$ cat config.mk
export PLATFORM = sky130hd
export DESIGN_NAME = ir_fetch_unit
export DESIGN_NICKNAME = d
export VERILOG_FILES = /design/src/rtl/ir_fetch_unit.sv
export SDC_FILE = /design/constraint.sdc
export NUM_CORES = 1
export LEC_CHECK = 0
export BUFFER_PORTS_ARGS = -buffer_cell sky130_fd_sc_hd__buf_2
export CAP_MARGIN = 20
export CORE_ASPECT_RATIO = 0.7
export CORE_MARGIN = 1.5
export CORE_UTILIZATION = 58
export CTS_BUF_LIST = sky130_fd_sc_hd__clkbuf_8
export CTS_CLUSTER_SIZE = 30
export DETAILED_ROUTE_END_ITERATION = 8
export PLACE_DENSITY = 0.84
export SYNTH_ARGS = -nofsm -noshare
export SYNTH_HDL_FRONTEND = slang
export SYNTH_SLANG_ARGS = --single-unit
export TNS_END_PERCENT = 1
$ cat constraint.sdc
create_clock -name clk -period 4.37 [get_ports clk]
set_input_delay 0.2185 -clock clk [delete_from_list [all_inputs] [get_ports clk]]
set_output_delay 0.2185 -clock clk [all_outputs]
set_load 0.05 [all_outputs]
$ cat src/rtl/ir_fetch_unit.sv
// Instruction fetch: reads 4-byte instructions out of the IR regfile
// and presents them to execute over a valid/ready handshake.
module ir_fetch_unit #(
    parameter int                    DATA_WIDTH = 8,
    parameter int                    ADDR_WIDTH = 8,
    parameter logic [ADDR_WIDTH-1:0] PC_RESET   = '0,
    parameter logic [DATA_WIDTH-1:0] HALT_OP    = 8'hFF
) (
    input  logic                  clk,
    input  logic                  rst_n,
    input  logic                  load_done,
    input  logic                  start,
    output logic                  ir_regfile_ren,
    output logic [ADDR_WIDTH-1:0] ir_regfile_raddr,
    input  logic [DATA_WIDTH-1:0] ir_regfile_rdata,
    output logic                  o_valid,
    input  logic                  i_ready,
    output logic [DATA_WIDTH-1:0] o_ir,
    output logic [DATA_WIDTH-1:0] o_p0,
    output logic [DATA_WIDTH-1:0] o_p1,
    output logic [DATA_WIDTH-1:0] o_p2,
    output logic [ADDR_WIDTH-1:0] o_pc,
    input  logic                  jump_en,
    input  logic [ADDR_WIDTH-1:0] jump_addr,
    output logic                  o_busy,
    output logic                  o_halted
);

    typedef enum logic [2:0] {
        S_IDLE,
        S_FETCH_IR,
        S_FETCH_P0,
        S_FETCH_P1,
        S_FETCH_P2,
        S_CAPTURE,
        S_HOLD
    } state_t;

    state_t                r_state;
    logic [ADDR_WIDTH-1:0] r_pc;
    logic                  r_valid;
    logic [DATA_WIDTH-1:0] r_ir;
    logic [DATA_WIDTH-1:0] r_p0;
    logic [DATA_WIDTH-1:0] r_p1;
    logic [DATA_WIDTH-1:0] r_p2;
    logic [ADDR_WIDTH-1:0] r_opc;
    logic                  r_halted;

    logic                  w_ren;
    logic [ADDR_WIDTH-1:0] w_off;

    // Each fetch state issues the byte whose data is captured one state later.
    always_comb begin
        w_ren = 1'b0;
        w_off = '0;
        unique case (r_state)
            S_FETCH_IR: begin
                w_ren = 1'b1;
                w_off = ADDR_WIDTH'(0);
            end
            S_FETCH_P0: begin
                w_ren = 1'b1;
                w_off = ADDR_WIDTH'(1);
            end
            S_FETCH_P1: begin
                w_ren = 1'b1;
                w_off = ADDR_WIDTH'(2);
            end
            S_FETCH_P2: begin
                w_ren = 1'b1;
                w_off = ADDR_WIDTH'(3);
            end
            default: ;
        endcase
    end

    assign ir_regfile_ren   = w_ren;
    assign ir_regfile_raddr = w_ren ? r_pc + w_off : '0;

    always_ff @(posedge clk or negedge rst_n) begin
        if (!rst_n) begin
            r_state  <= S_IDLE;
            r_pc     <= PC_RESET;
            r_valid  <= 1'b0;
            r_ir     <= '0;
            r_p0     <= '0;
            r_p1     <= '0;
            r_p2     <= '0;
            r_opc    <= '0;
            r_halted <= 1'b0;
        end else if (r_state == S_IDLE) begin
            if (start && load_done) begin
                r_pc     <= PC_RESET;
                r_halted <= 1'b0;
                r_state  <= S_FETCH_IR;
            end
        end else if (jump_en) begin
            // Redirect beats a same-cycle handshake; partial fields are dropped.
            r_pc    <= jump_addr;
            r_valid <= 1'b0;
            r_state <= S_FETCH_IR;
        end else begin
            unique case (r_state)
                S_FETCH_IR: begin
                    r_state <= S_FETCH_P0;
                end
                S_FETCH_P0: begin
                    r_ir    <= ir_regfile_rdata;
                    r_state <= S_FETCH_P1;
                end
                S_FETCH_P1: begin
                    r_p0    <= ir_regfile_rdata;
                    r_state <= S_FETCH_P2;
                end
                S_FETCH_P2: begin
                    r_p1    <= ir_regfile_rdata;
                    r_state <= S_CAPTURE;
                end
                S_CAPTURE: begin
                    r_p2    <= ir_regfile_rdata;
                    r_opc   <= r_pc;
                    r_valid <= 1'b1;
                    r_state <= S_HOLD;
                end
                S_HOLD: begin
                    if (r_valid && i_ready) begin
                        r_valid <= 1'b0;
                        if (r_ir == HALT_OP) begin
                            r_halted <= 1'b1;
                            r_state  <= S_IDLE;
                        end else begin
                            r_pc    <= r_pc + ADDR_WIDTH'(4);
                            r_state <= S_FETCH_IR;
                        end
                    end
                end
                default: begin
                    r_state <= S_IDLE;
                end
            endcase
        end
    end

    assign o_valid  = r_valid;
    assign o_ir     = r_ir;
    assign o_p0     = r_p0;
    assign o_p1     = r_p1;
    assign o_p2     = r_p2;
    assign o_pc     = r_opc;
    assign o_busy   = (r_state != S_IDLE);
    assign o_halted = r_halted;

endmodule

### Yosys cells after proc, flatten, opt, wreduce, memory -nomap -nowiden

Index checks and enable logic that the tools add are counted.

| storage, ports and cells | value |
|---|---|
| bits in registers | 53 |
| input port bits | 22 |
| logic and storage cells | 68 |

| cells by class | value |
|---|---|
| add/subtract/negate cells | 2 |
| eq/ne operators | 12 |
| muxes and demuxes | 24 |
| bitwise operators | 2 |
| reductions and logical operators | 19 |

Operators with widths:

| cell | count |
|---|---|
| $mux W8 | 7 |
| $pmux W3 S6 | 1 |
| $reduce_and A3 Y1 | 5 |
| $mux W3 | 4 |
| $reduce_bool A3 Y1 | 4 |
| $mux W1 | 10 |
| $eq A3 B3 Y1 const B | 3 |
| $add A8 B3 Y8 const B | 1 |
| $add A8 B8 Y8 | 1 |
| $eq A8 B8 Y1 const B | 1 |
| $eq A3 B2 Y1 const B | 2 |
| $ne A3 B3 Y1 const B | 2 |
| $pmux W2 S3 | 1 |
| $reduce_bool A2 Y1 | 3 |
| $reduce_and A5 Y1 | 1 |
| $ne A2 B1 Y1 const B | 2 |
| $ne A4 B4 Y1 const B | 1 |
| $reduce_and A4 Y1 | 1 |
| $reduce_or A4 Y1 | 1 |
| $eq A3 B1 Y1 const B | 1 |
| $logic_not A3 Y1 | 1 |
| $logic_and A1 B1 Y1 | 2 |
| $not A1 Y1 | 2 |
| $pmux W1 S2 | 1 |
| $reduce_and A2 Y1 | 1 |

### Longest topological paths before layout

| logic depth | value |
|---|---|
| depth after elaboration | 6 |
| gate-level depth with buffers | 9 |

### Least setup slack after synthesis

OpenSTA, ideal clock, no wires.

| path | value |
|---|---|
| path type | reg2out |
| start | register r_state[2] |
| end | output port ir_regfile_raddr[6] |
| arrival | 2.592 ns |
| setup slack | 1.559 ns |
| cell stages (with the launch flop) | 9 |
| cells stage by stage | dfrtp_1 buf_2 xnor2_1 nor2_1 ha_1 inv_1 fa_1 or3_1 a21oi_1 |

| on the way | value |
|---|---|
| longest elaborated chain between the ends | 4 |

Ends and longest elaborated chain:

| item | line | RTL |
|---|---|---|
| start, declared | 39 | `state_t r_state;` |
| start signal, assigned | 82 | `r_state <= S_IDLE;` |
| start signal, assigned | 95 | `r_state <= S_FETCH_IR;` |
| start signal, assigned | 101 | `r_state <= S_FETCH_IR;` |
| $eq A3 B3 Y1 (tied with other cells) | 56 | `unique case (r_state)` |
| $pmux W2 S3 / $reduce_or A4 Y1 (equally long branches) | - |  |
| $add A8 B8 Y8 / $mux W1 (equally long branches) | 78, 56 |  |
| $mux W8 (*) | 78 | `assign ir_regfile_raddr = w_ren ? r_pc + w_off : '0;` |
| end, declared | 14 | `output logic [ADDR_WIDTH-1:0] ir_regfile_raddr,` |

Mark *: on every way between the ends. The rest lies on a longest branch, timed or not.

### Worst setup path after layout

Ends and elaborated chain as after synthesis.

==> qor.yml <==
outcome: "finished, final reports clean"
grt_pass1_wl_um: 9480
ys_seq_elements: 53
syn_inst: 212
drv_cap: 0
via_count: 1984
die_y_um: 58.5
clock_latency_ns: 0.30
cts.sink_count: 53
rrSetupSlack_ns: 2.17
reg2reg_depth: 4
ant_nets: 0
clk_pin_slew_ns: 0.09
synthFlopType: "dfrtp_1"
fmax_mhz: 340
crit_path_end_kind: "output pin"
chipWidth_um: 82.3
drtPass1Iterations: 4
async_flop_share: 1.00
grt_antenna_before_repair: 0
numCtsBuffers: 5
fin_tns_setup_ns: 0
cts_resized: 0
first_iter_violations: 300
drt-total-wl_um: 5830
whs_ns: 0.0160
setup_viol: 0
crit_required_ns: 4.15
antennaDiodeCount: 0
slew-limit-headroom: 0.426
fp.coreArea_mm2: 0.00407
mostFrequentLayoutCells: "buf_2, dfrtp_1, mux2_2"
clock-skew-final_ns: 0.00611
cts_root_buffer: "clkbuf_8"
post-cts-setup-buffers: 0
dieArea_mm2: 0.00482
drc: 0
holdBufCountCts: 0
place_congestion: 0.884
start_util: 0.629
wl_per_cell_um: 17.3
syn-num-nets: 238
final_common_cell: "buf_2"
final_area_mm2: 0.00302
drive_gt1_frac: 0.453
place_hpwl_um: 4230
hp-class: "in -> async"
ios: 74
regToRegStartpoint: "r_state[2]$_DFFE_PN0P_"
worst_pin_slew_ns: 0.861
start_kind: "flip-flop"
rows: 19
critPathArrivalTime_ns: 2.72
rsz0062_at_grt: "no"
maxSlewViolCount: 0
avgSynthCellArea_um2: 12.1
area_growth_pct: 18.0
setup_slack_ns: 1.43
critPathKind: "reg -> out"
ys_types: 42
clockBufferDepth: 2
viasPerCell: 5.89
worst_r2r_endpoint: "r_pc[5]$_DFFE_PN0P_"
yosysSeqAreaShare: 0.519
dp_slack_ns: 1.77
fin_crit_ns: 2.94
netlist_area_mm2: 0.00256
synth-edff-count: 0
final-hold-violation-count: 0
grt_pass1_vias: 1863
period_share: 0.673
h-tree-depth: 2
nets: 311
io_buffer_count: 73
critPathMaxFanout: 15
cts_tree: "done"
yosysWarnings: 0
place_area_mm2: 0.00293
overflow: 0
track_usage: 0.268
grt_max_degree: 54
## sequential cells by signal, indices dropped and copies added, names as in the netlist
name      flops
r_pc          8
r_state       3
o_p2          8
o_valid       1
o_pc          8
o_p1          8
o_ir          8
o_p0          8
o_halted      1
## worst max-delay path, stage by stage (launching register included)
cell     delay (ns)
dfrtp_1        0.68
xnor2_1        0.15
nor2_1         0.12
ha_1           0.18
inv_1          0.06
fa_1           0.43
or3_1          0.39
a21oi_1        0.14
buf_2          0.28
## layout make-up
| cell class | count | area (um^2) |
|---|---|---|
| clock buffer | 5 | 68.8 |
| clock inverter | 2 | 13.8 |
| fill | 302 | 1050 |
| inverter | 7 | 26.3 |
| multi-input combinational | 144 | 1140 |
| sequential | 53 | 1330 |
| tap | 52 | 65.1 |
| timing repair buffer | 74 | 373 |
## worst max path at each step
stage	startpoint	to	slack, ns	cells after the start
after detailed placement	r_state[2]$_DFFE_PN0P_	ir_regfile_raddr[6]	1.77	8
final	r_state[2]$_DFFE_PN0P_	ir_regfile_raddr[6]	1.43	8
after CTS	r_state[2]$_DFFE_PN0P_	ir_regfile_raddr[6]	1.45	8
after global routing	r_state[2]$_DFFE_PN0P_	ir_regfile_raddr[6]	1.26	8
after global placement	r_state[2]$_DFFE_PN0P_	ir_regfile_raddr[6]	1.89	8
after floorplan	r_state[2]$_DFFE_PN0P_	ir_regfile_raddr[6]	1.56	8
## Yosys cell counts (2+ instances only)
cell      n  area [um^2]
nor2_1   15         56.3
nand4_1   4         25.0
o31ai_1   2         15.0
inv_1     6         22.5
a211o_1   3         26.3
dfrtp_1  53         1330
xnor2_1   3         26.3
mux2_2   40          450
a22o_1    2         17.5
a21o_1    3         22.5
o21ai_0   6         30.0
nand2_1   9         33.8
or3_1     4         25.0
or4_1     3         22.5
buf_2     3         15.0
nor2b_1   2         12.5
buf_6     3         33.8
nand3_1   9         45.0
a31oi_1   3         18.8
and3_1    2         12.5
a21oi_1  12         60.1
ha_1      3         37.5
nor3_2    3         30.0
## per-layer routing
layer  track usage  wire length, um
met2         0.381             2590
met5             0                0
met4        0.0581               41
met1         0.414             2620
met3        0.0698              583
## cell families (layout without fill, tap and decap cells)
group / after synthesis / after routing / synth area share
muxes: 41 / 41 / 0.180
and+or+nand+nor: 57 / 57 / 0.124
buffers and inverters: 15 / 88 / 0.0338
DFF: 53 / 53 / 0.519
adders and majority gates: 4 / 4 / 0.0225
AOI/OAI and AO/OA: 38 / 38 / 0.107
xor gates and xnor gates: 4 / 4 / 0.0137
## per-stage QoR
stage / std cells / util
after detailed placement: 330 / 0.722
after global routing: 337 / 0.742
after CTS: 337 / 0.742
final: 337 / 0.742
after floorplan: 212 / -
after global placement: 330 / 0.722
Power is not shown: default switching activity piles up to over one toggle a cycle in this logic, so the estimate is an artifact.
